===== src/rtl/decoder_nto2n_seq.sv =====
// Registered N-to-2^N one-hot decoder with valid/ready acceptance.
// DIRECT mode emits one strobe of PULSE cycles; SCAN mode walks the strobe
// from a start index up to the top output, then pulses scan_done.
module decoder_nto2n_seq #(
   parameter int N          = 3,
   parameter int PULSE      = 1,
   parameter int ACTIVE_LOW = 0
) (
   input  logic                clk,
   input  logic                rst_n,
   input  logic                enable,
   input  logic                mode,
   input  logic                in_valid,
   output logic                in_ready,
   input  logic [N-1:0]        in,
   output logic [(1<<N)-1:0]   out,
   output logic                out_valid,
   output logic                busy,
   output logic                scan_done
);

   localparam int W  = 1 << N;
   localparam int CW = $clog2(PULSE + 1);
   localparam logic [CW-1:0] RELOAD   = CW'(PULSE - 1);
   localparam logic [N-1:0]  TOP_IDX  = '1;
   localparam logic [W-1:0]  IDLE_OUT = (ACTIVE_LOW != 0) ? '1 : '0;

   typedef enum logic [1:0] {
      ST_IDLE,
      ST_HOLD,
      ST_SCAN
   } state_t;

   state_t         state_q, state_d;
   logic [N-1:0]   idx_q, idx_d;
   logic [CW-1:0]  cnt_q, cnt_d;
   logic [W-1:0]   out_q, out_d;
   logic           outValid_q, outValid_d;
   logic           scanDone_q, scanDone_d;
   logic [W-1:0]   selOneHot;

   // Acceptance is only possible from IDLE with the global enable high.
   always_comb begin
      in_ready = (state_q == ST_IDLE) && enable;
      busy     = (state_q != ST_IDLE);
   end

   // Next-state logic; outputs are derived from the next state so that the
   // strobe appears in the cycle right after the accepting edge.
   always_comb begin
      state_d    = state_q;
      idx_d      = idx_q;
      cnt_d      = cnt_q;
      scanDone_d = 1'b0;
      selOneHot  = '0;
      case (state_q)
         ST_IDLE: begin
            if (enable && in_valid) begin
               idx_d   = in;
               cnt_d   = RELOAD;
               state_d = mode ? ST_SCAN : ST_HOLD;
            end
         end
         ST_HOLD: begin
            if (!enable) begin
               state_d = ST_IDLE;
            end else if (cnt_q == '0) begin
               state_d = ST_IDLE;
            end else begin
               cnt_d = cnt_q - CW'(1);
            end
         end
         ST_SCAN: begin
            if (!enable) begin
               state_d = ST_IDLE;
            end else if (cnt_q == '0) begin
               if (idx_q == TOP_IDX) begin
                  state_d    = ST_IDLE;
                  scanDone_d = 1'b1;
               end else begin
                  idx_d = idx_q + N'(1);
                  cnt_d = RELOAD;
               end
            end else begin
               cnt_d = cnt_q - CW'(1);
            end
         end
         default: begin
            state_d = ST_IDLE;
         end
      endcase
      if (state_d != ST_IDLE) begin
         selOneHot = W'(1) << idx_d;
      end
      out_d      = (ACTIVE_LOW != 0) ? ~selOneHot : selOneHot;
      outValid_d = (state_d != ST_IDLE);
   end

   // State and output registers; reset abandons any operation in flight.
   always_ff @(posedge clk or negedge rst_n) begin
      if (!rst_n) begin
         state_q    <= ST_IDLE;
         idx_q      <= '0;
         cnt_q      <= '0;
         out_q      <= IDLE_OUT;
         outValid_q <= 1'b0;
         scanDone_q <= 1'b0;
      end else begin
         state_q    <= state_d;
         idx_q      <= idx_d;
         cnt_q      <= cnt_d;
         out_q      <= out_d;
         outValid_q <= outValid_d;
         scanDone_q <= scanDone_d;
      end
   end

   assign out       = out_q;
   assign out_valid = outValid_q;
   assign scan_done = scanDone_q;

endmodule

===== config.mk =====
export PLATFORM = sky130hd
export DESIGN_NAME = decoder_nto2n_seq
export DESIGN_NICKNAME = d
export VERILOG_FILES = /design/src/rtl/decoder_nto2n_seq.sv
export SDC_FILE = /design/constraint.sdc
export NUM_CORES = 1
export LEC_CHECK = 0
export ABC_AREA = 1
export CORE_UTILIZATION = 45
export DETAILED_ROUTE_END_ITERATION = 7
export PLACE_DENSITY = 0.76
export SLEW_MARGIN = 15
export SYNTH_ARGS = -nofsm -noshare
export SYNTH_HDL_FRONTEND = slang
export SYNTH_SLANG_ARGS = --single-unit

===== constraint.sdc =====
create_clock -name clk -period 1.8 [get_ports clk]
set_clock_uncertainty 0.2 [all_clocks]
set_input_delay 0.54 -clock clk [delete_from_list [all_inputs] [get_ports clk]]
set_output_delay 0.54 -clock clk [all_outputs]
set_load 0.1 [all_outputs]

# ---- Word level (Yosys, flattened, before mapping)
# Cells that the tools add are included.
dict set report classes {
  reduce_logical 8
  shift 1
  muxes 22
  n_addsub 2
  n_eq_ne 5
}
# op n
set op_table {}
lappend op_table {{$mux 2} 7}
lappend op_table {{$mux 3} 4}
lappend op_table {{$mux 8} 1}
lappend op_table {{$shl 1x3->8 const A} 1}
lappend op_table {{$mux 1} 7}
lappend op_table {{$pmux 2 s3} 1}
lappend op_table {{$pmux 3 s2} 1}
lappend op_table {{$reduce_bool 2->1} 3}
lappend op_table {{$ne 2x1->1 const B} 2}
lappend op_table {{$add 3x1->3 const B} 1}
lappend op_table {{$eq 3x3->1 const B} 1}
lappend op_table {{$reduce_and 3->1} 1}
lappend op_table {{$eq 2x1->1 const B} 1}
lappend op_table {{$eq 2x2->1 const B} 1}
lappend op_table {{$logic_and 1x1->1} 2}
lappend op_table {{$logic_not 2->1} 1}
lappend op_table {{$pmux 1 s2} 1}
lappend op_table {{$reduce_or 2->1} 1}
lappend op_table {{$sub 1x1->1 const B} 1}
dict set report word_totals {
  reg_bits 16
  output_inout_bits 12
  inputBits 8
  elab_cells 44
}

# ---- Depth between registers and ports, before layout
# Gate-level depths: netlist of the first run.
dict set report depth {
  depth_word 7
  depth_mapped 9
  depth_no_buf 9
}

# ---- Worst setup path after synthesis of the first run
# Ideal clock, no wire load.
dict set report synth_path {
  path_kind {reg-to-output}
  start {register state_q[0]}
  end {output in_ready}
  t_arrival_ns 1.453
  path_stages_with_launch 4
  path_buffers 0
  slack_ns -0.393
  cell_sequence {dfrtp_1 inv_1 nand2_2 nor2_4}
}
dict set report synth_between {
  elab_chain_cells 2
}
# element line_no
set synth_rtl {}
lappend synth_rtl {{start, declared} 34} ;# state_t state_q, state_d;
lappend synth_rtl {{start signal, assigned} 109} ;# state_q <= state_d;
lappend synth_rtl {{$logic_not 2->1} 44} ;# in_ready = (state_q == ST_IDLE) && enable;
lappend synth_rtl {{$logic_and 1x1->1} 44}
lappend synth_rtl {{end, declared} 14} ;# output logic in_ready,
# Every way passes these cells.

# ---- Worst setup path in the final report of the first run
# Same ends and word-level chain as after synthesis.

==> summary.txt, run 1 <==
max incr delay on CP: 420 ps
Storage cell area: 375 µm²
Vert. Die Dim: 42.0 µm
area grow syn2layout: 66.9%
layout cells sized above 1: 0.400
Core ar.: 1510 µm²
footprint of the multi-input gates: 298 µm²
mean area per synthesized cell: 8.45 µm²
Util after Layout: 0.796
DIE AREA: 1760 µm²
Overflow after GRT: 0
Post-DP HPWL: 1.17 mm
H-tree depth: 1
Synth cell types: 13
clock share of power: 0.166
startpoint types: flop
Crit Path Class: flop to primary output
final WL: 1.74 mm
ANT nets after route: 0
DR iter-0 viols: 9
final worst path period share: 1.07
commonest non-fill, non-tap cell in the layout: nand2_1
Net Count, Synth: 94
Slew @ Worst Pin: 216 ps
Final Critical Period: 1920 ps
synthesis-stage register bit count: 15
vias in the first global route: 650
Tot GR Track Use: 0.226
pre-CTS worst setup slack: -320 ps
clock latency on the worst-skew pair: 290 ps
unrepaired setup endpoints after global routing: true
CTS tree: done
Post-layout nets: 130
RD Place Congestion: 0.766
IO Port Bufs: 19
final hold vios: 0
IO Count: 20
pin count of the biggest net entering global routing: 16
Leak Pwr: 0.647 nW
flop2flop setup slack: 50 ps
1st-pass router iterations: 4
n_diodes: 0
Mapped Cells: 85
Switching Share: 0.425
Initial Utilization: 0.477
Worst Path Required: 1060 ps
Remaining DRCs: 0
worst min path class: input port to async pin
critical-path cell list: inv_2, nand2_8, nor2_4, buf_12
Comb pwr share: 0.473
CP max stage cell: dfrtp_1
global-route wire length before repair: 2.88 mm
vias per cell: 4.94
Final WS setup: -124 ps
Final Max Tran Viols: 0
failing checks: setup timing
power share of the sequential group: 0.361
Psw: 0.000493 W
VDD IR max: 0.710 mV
Inst Count DP: 127
Max-Cap Viols: 0
routed len/inst: 12.8 µm
crit-path max FO: 3
final setup vio count: 2
row cnt: 14
crit end category: primary output
fin cells: 136
commonest cells after routing, fill and taps aside: nand2_1 (20), dfrtp_1 (15), buf_12 (13)
Worst-path clk slew: 90 ps
Clock Root Buffer: clkbuf_4
Synth Warn #: 0
CP arrival: 1180 ps
Die Wd: 42.0 µm
DR vias: 672
outcome: finished with violations
CTS buffer count: 3
synthesized area: 718 µm²
Max Buffers Root-to-Sink: 2
clk sink count: 15
Slew headroom: 0.855
initial antenna violation count: 0
post-synthesis sequential area ratio: 0.523
maximum clock rate: 520 MHz
Int Pwr: 0.000667 W
P per Cell Area: 968 nW/µm²
fillers: 95
-- layer usage --
layer  wire [µm]  global-route usage  up-vias
met5           0                   0        -
met1         718               0.280      317
met4          40               0.110        0
li1            -                   -      328
met3          69              0.0783        4
met2         916               0.350       23
-- critical path, delay by kind of cell (launching register included) --
kind / cells / cell delay (ps)
buffers and inverters: 2 / 290
DFF: 1 / 420
and+or+nand+nor: 2 / 190
-- per-stage QoR --
| step | total power, W | hold WS, ps | cell area [µm²] | setup TNS (ps) |
|---|---|---|---|---|
| finish | 0.00116 | 352 | 1200 | -222 |
| global route | 0.00122 | 358 | 1200 | -289 |
| CTS | 0.00114 | 350 | 1180 | -225 |
| detailed placement | 0.000931 | 339 | 1110 | -3030 |
| global placement | 0.000918 | 344 | 1110 | -2770 |
| floorplan | 0.000742 | 44.4 | 732 | -1140 |
-- cell families (layout without fill, tap and decap cells) --
logic type,Yosys count,count (layout),synth area share
buffers and inverters,16,51,0.0888
adders and majority gates,1,1,0.0174
DFF,15,15,0.523
and+or+nand+nor,53,53,0.371
-- synth_stat cells --
master    count  share of area
nand2_1      21           0.11
dfrtp_1      15           0.52
inv_1        12          0.063
nor2_1       11          0.057
nand3_1       8          0.056
nand2_2       5          0.044
nand3_2       5          0.070
inv_2         3          0.016
buf_4         1          0.010
ha_1          1          0.017
nand3b_1      1          0.010
nor2_2        1         0.0087
nor2_4        1          0.016
-- final cells by class --
cell class / instances / area share
repair buffers: 32 / 0.352
flip-flops and latches: 15 / 0.313
multi-input cells: 54 / 0.248
inverters: 15 / 0.0470
clock buffers: 3 / 0.0188
well taps: 16 / 0.0167
clock inverters: 1 / 0.00418
-- sequential cells by signal (all words and copies together) (netlist names) --
register,count
out,8
idx_q,3
state_q,2
out_valid,1
scan_done,1
-- power by group through the flow --
stage / sequential (W) / clock (W) / combinational, W
detailed placement: 0.000421 / 0 / 0.000510
global placement: 0.000419 / 0 / 0.000499
finish: 0.000418 / 0.000193 / 0.000549
CTS: 0.000413 / 0.000199 / 0.000533
global route: 0.000421 / 0.000216 / 0.000582
floorplan: 0.000523 / 0 / 0.000219
-- timing repair --
item | 4_1_cts | 5_1_grt
buffers inserted | 4 | 1
pin swaps | 2 | 0
gates cloned | 0 | 0
gates resized for setup | 1 | 3
hold buffers | 0 | 0
endpoints found under the setup margin | 3 | 9
-- final timing paths --
| kind | endpoint | cells after the start | from |
|---|---|---|---|
| max in group asynchronous | out[0]$_DFF_PN0_ | 2 | rst_n |
| hold / removal | out[7]$_DFF_PN0_ | 2 | rst_n |
| hold reg to reg | scan_done$_DFF_PN0_ | 2 | idx_q[2]$_DFF_PN0_ |
| min in group clk | scan_done$_DFF_PN0_ | 2 | idx_q[2]$_DFF_PN0_ |
| setup / recovery | in_ready | 4 | state_q[0]$_DFF_PN0_ |
| setup reg to reg | out[4]$_DFF_PN0_ | 10 | state_q[0]$_DFF_PN0_ |
Note: power is estimated with default switching activity, not from simulation.
==> run 2, diff against run 1 <==
- CORE_UTILIZATION: 45 -> 41
- GPL_ROUTABILITY_DRIVEN: not set -> 1
- PLACE_DENSITY: 0.76 -> 0.73
- clock period: 1.8 -> 1.6 ns (I/O delays scaled with it)
==> run 2 against run 1 <==
The flow still finishes with violations (setup timing). Combinational power rose by 7.5%. Non-clock buffer count fell by 3. Flip-flop and latch count did not move. Die area rose by 9.3%. Global-route usage fell by 2.6 points. Wire length fell by 8.7%. Sequential power rose by 12%. Hold slack got worse by 39 ps. Setup slack got worse by 110 ps.
==> summary.txt, run 2 (synthesis results as in run 1) <==
outcome: finished with violations (unchanged)
failing checks: setup timing (unchanged)
layout cells sized above 1: 0.393 (was 0.400)
Tot GR Track Use: 0.200 (was 0.226)
n_diodes: 0 (unchanged)
Post-DP HPWL: 1.27 mm (was 1.17 mm)
routed len/inst: 12.0 µm (was 12.8 µm)
CP arrival: 1150 ps (was 1180 ps)
final setup vio count: 3 (was 2)
footprint of the multi-input gates: 305 µm² (was 298 µm²)
DIE AREA: 1920 µm² (was 1760 µm²)
1st-pass router iterations: 6 (was 4)
max incr delay on CP: 390 ps (was 420 ps)
final WL: 1.59 mm (was 1.74 mm)
Overflow after GRT: 0 (unchanged)
final hold vios: 0 (unchanged)
final worst path period share: 1.14
initial antenna violation count: 0 (unchanged)
Clock Root Buffer: clkbuf_4 (unchanged)
ANT nets after route: 0 (unchanged)
Initial Utilization: 0.456 (was 0.477)
critical-path cell list: inv_2, nand2_8, nor2_4, buf_12 (unchanged)
unrepaired setup endpoints after global routing: true (unchanged)
number of hold buffers added after cts: 0 (unchanged)
Worst Path Required: 920 ps (was 1060 ps)
startpoint types: flop (unchanged)
Post-layout nets: 127 (was 130)
CTS tree: done (unchanged)
Final Critical Period: 1830 ps
TNS Setup: -459 ps (was -222 ps)
crit-path max FO: 3 (unchanged)
clock latency on the worst-skew pair: 280 ps (was 290 ps)
max reg flops: 8 (unchanged)
Vert. Die Dim: 43.9 µm (was 42.0 µm)
Remaining DRCs: 0 (unchanged)
Core ar.: 1580 µm² (was 1510 µm²)
Slew headroom: 0.836 (was 0.855)
vias per cell: 4.92 (was 4.94)
Final Max Tran Viols: 0 (unchanged)
global-route wire length before repair: 2.67 mm (was 2.88 mm)
Final WS setup: -231 ps (was -124 ps)
P per Cell Area: 1090 nW/µm² (was 968 nW/µm²)
VDD IR max: 0.775 mV (was 0.710 mV)
commonest cells after routing, fill and taps aside: nand2_1 (19), dfrtp_1 (15), buf_12 (12) (was nand2_1 (20), dfrtp_1 (15), buf_12 (13))
IO Count: 20 (unchanged)
area grow syn2layout: 62.4% (was 66.9%)
RD Place Congestion: 0.809 (was 0.766)
Leak Pwr: 0.623 nW (was 0.647 nW)
Worst-path clk slew: 90 ps (about the same)
fillers: 109 (was 95)
Max-Cap Viols: 0 (unchanged)
pin count of the biggest net entering global routing: 16 (unchanged)
worst min path class: input port to async pin (unchanged)
IO Port Bufs: 19 (unchanged)
maximum clock rate: 546 MHz
Max Buffers Root-to-Sink: 2 (unchanged)
Die Wd: 43.9 µm (was 42.0 µm)
commonest non-fill, non-tap cell in the layout: nand2_1 (unchanged)
CTS buffer count: 3 (unchanged)
H-tree depth: 1 (unchanged)
Crit Path Class: flop to primary output (unchanged)
row cnt: 14 (unchanged)
CP max stage cell: dfrtp_1 (unchanged)
vias in the first global route: 644 (was 650)
Util after Layout: 0.740 (was 0.796)
crit end category: primary output (unchanged)
DR iter-0 viols: 11 (was 9)
Storage cell area: 375 µm² (unchanged)
clk sink count: 15 (unchanged)
DR vias: 655 (was 672)
Slew @ Worst Pin: 245 ps (was 216 ps)
==> run 2: cell types whose count changed in the layout (fill, tap and decap cells not counted), sizes merged <==
| cell | delta |
|---|---|
| clkinv | -1 |
| dlygate4sd2 | +1 |
| buf | -3 |
| dlymetal6s2s | -1 |
| clkbuf | +1 |
==> run 2: per-stage QoR <==
step / total power (W) / cells / hold WS, ps / area, µm² / worst slack, ps
floorplan: 0.000834 / 85 / -15.6 / 732 / -316
global placement: 0.00103 / 127 / 345 / 1110 / -400
detailed placement: 0.00105 / 127 / 363 / 1110 / -459
CTS: 0.00127 / 132 / 317 / 1150 / -244
global route: 0.00135 / 133 / 312 / 1170 / -295
finish: 0.00127 / 133 / 313 / 1170 / -231
==> run 2: final cells by class <==
| class | instances | share of cell area |
|---|---|---|
| timing repair buffer | 29 | 0.328 |
| sequential | 15 | 0.322 |
| multi-input combinational | 54 | 0.262 |
| inverter | 15 | 0.0483 |
| clock buffer | 4 | 0.0225 |
| tap | 16 | 0.0172 |
==> run 2: routing by layer <==
metal | vias up | global-route usage | wire (µm)
met2 | 20 | 0.367 | 877
met1 | 314 | 0.213 | 622
met5 | - | 0 | 0
li1 | 319 | - | -
met3 | 2 | 0.0625 | 81
met4 | 0 | 0.0727 | 10
==> run 2: final timing paths <==
| check | cells after the start | from | slack [ps] | to |
|---|---|---|---|---|
| setup / recovery | 4 | state_q[1]$_DFF_PN0_ | -230 | in_ready |
| hold / removal | 2 | rst_n | 310 | scan_done$_DFF_PN0_ |
| setup reg to reg | 7 | idx_q[0]$_DFF_PN0_ | -10 | out[0]$_DFF_PN0_ |
| hold reg to reg | 2 | idx_q[2]$_DFF_PN0_ | 380 | scan_done$_DFF_PN0_ |
| max in group asynchronous | 2 | rst_n | 710 | state_q[0]$_DFF_PN0_ |
| min in group clk | 2 | idx_q[2]$_DFF_PN0_ | 380 | scan_done$_DFF_PN0_ |
==> run 2: worst max-delay path: cells and delay by family (launching register included) <==
kind,cells,cell delay [ps]
buf+inv,2,290
flops,1,390
simple gates,2,180
==> run 2: repair_timing <==
item	in CTS	in global routing
setup buffers	1	1
gates resized for setup	3	3
endpoints found under the setup margin	11	10
pin swaps	1	0
==> run 2: where the power goes <==
group	internal [W]	switching (W)
sequential	0.000424	0.0000443
clock	0.0000968	0.000118
combinational	0.000215	0.000375
total	0.000737	0.000537
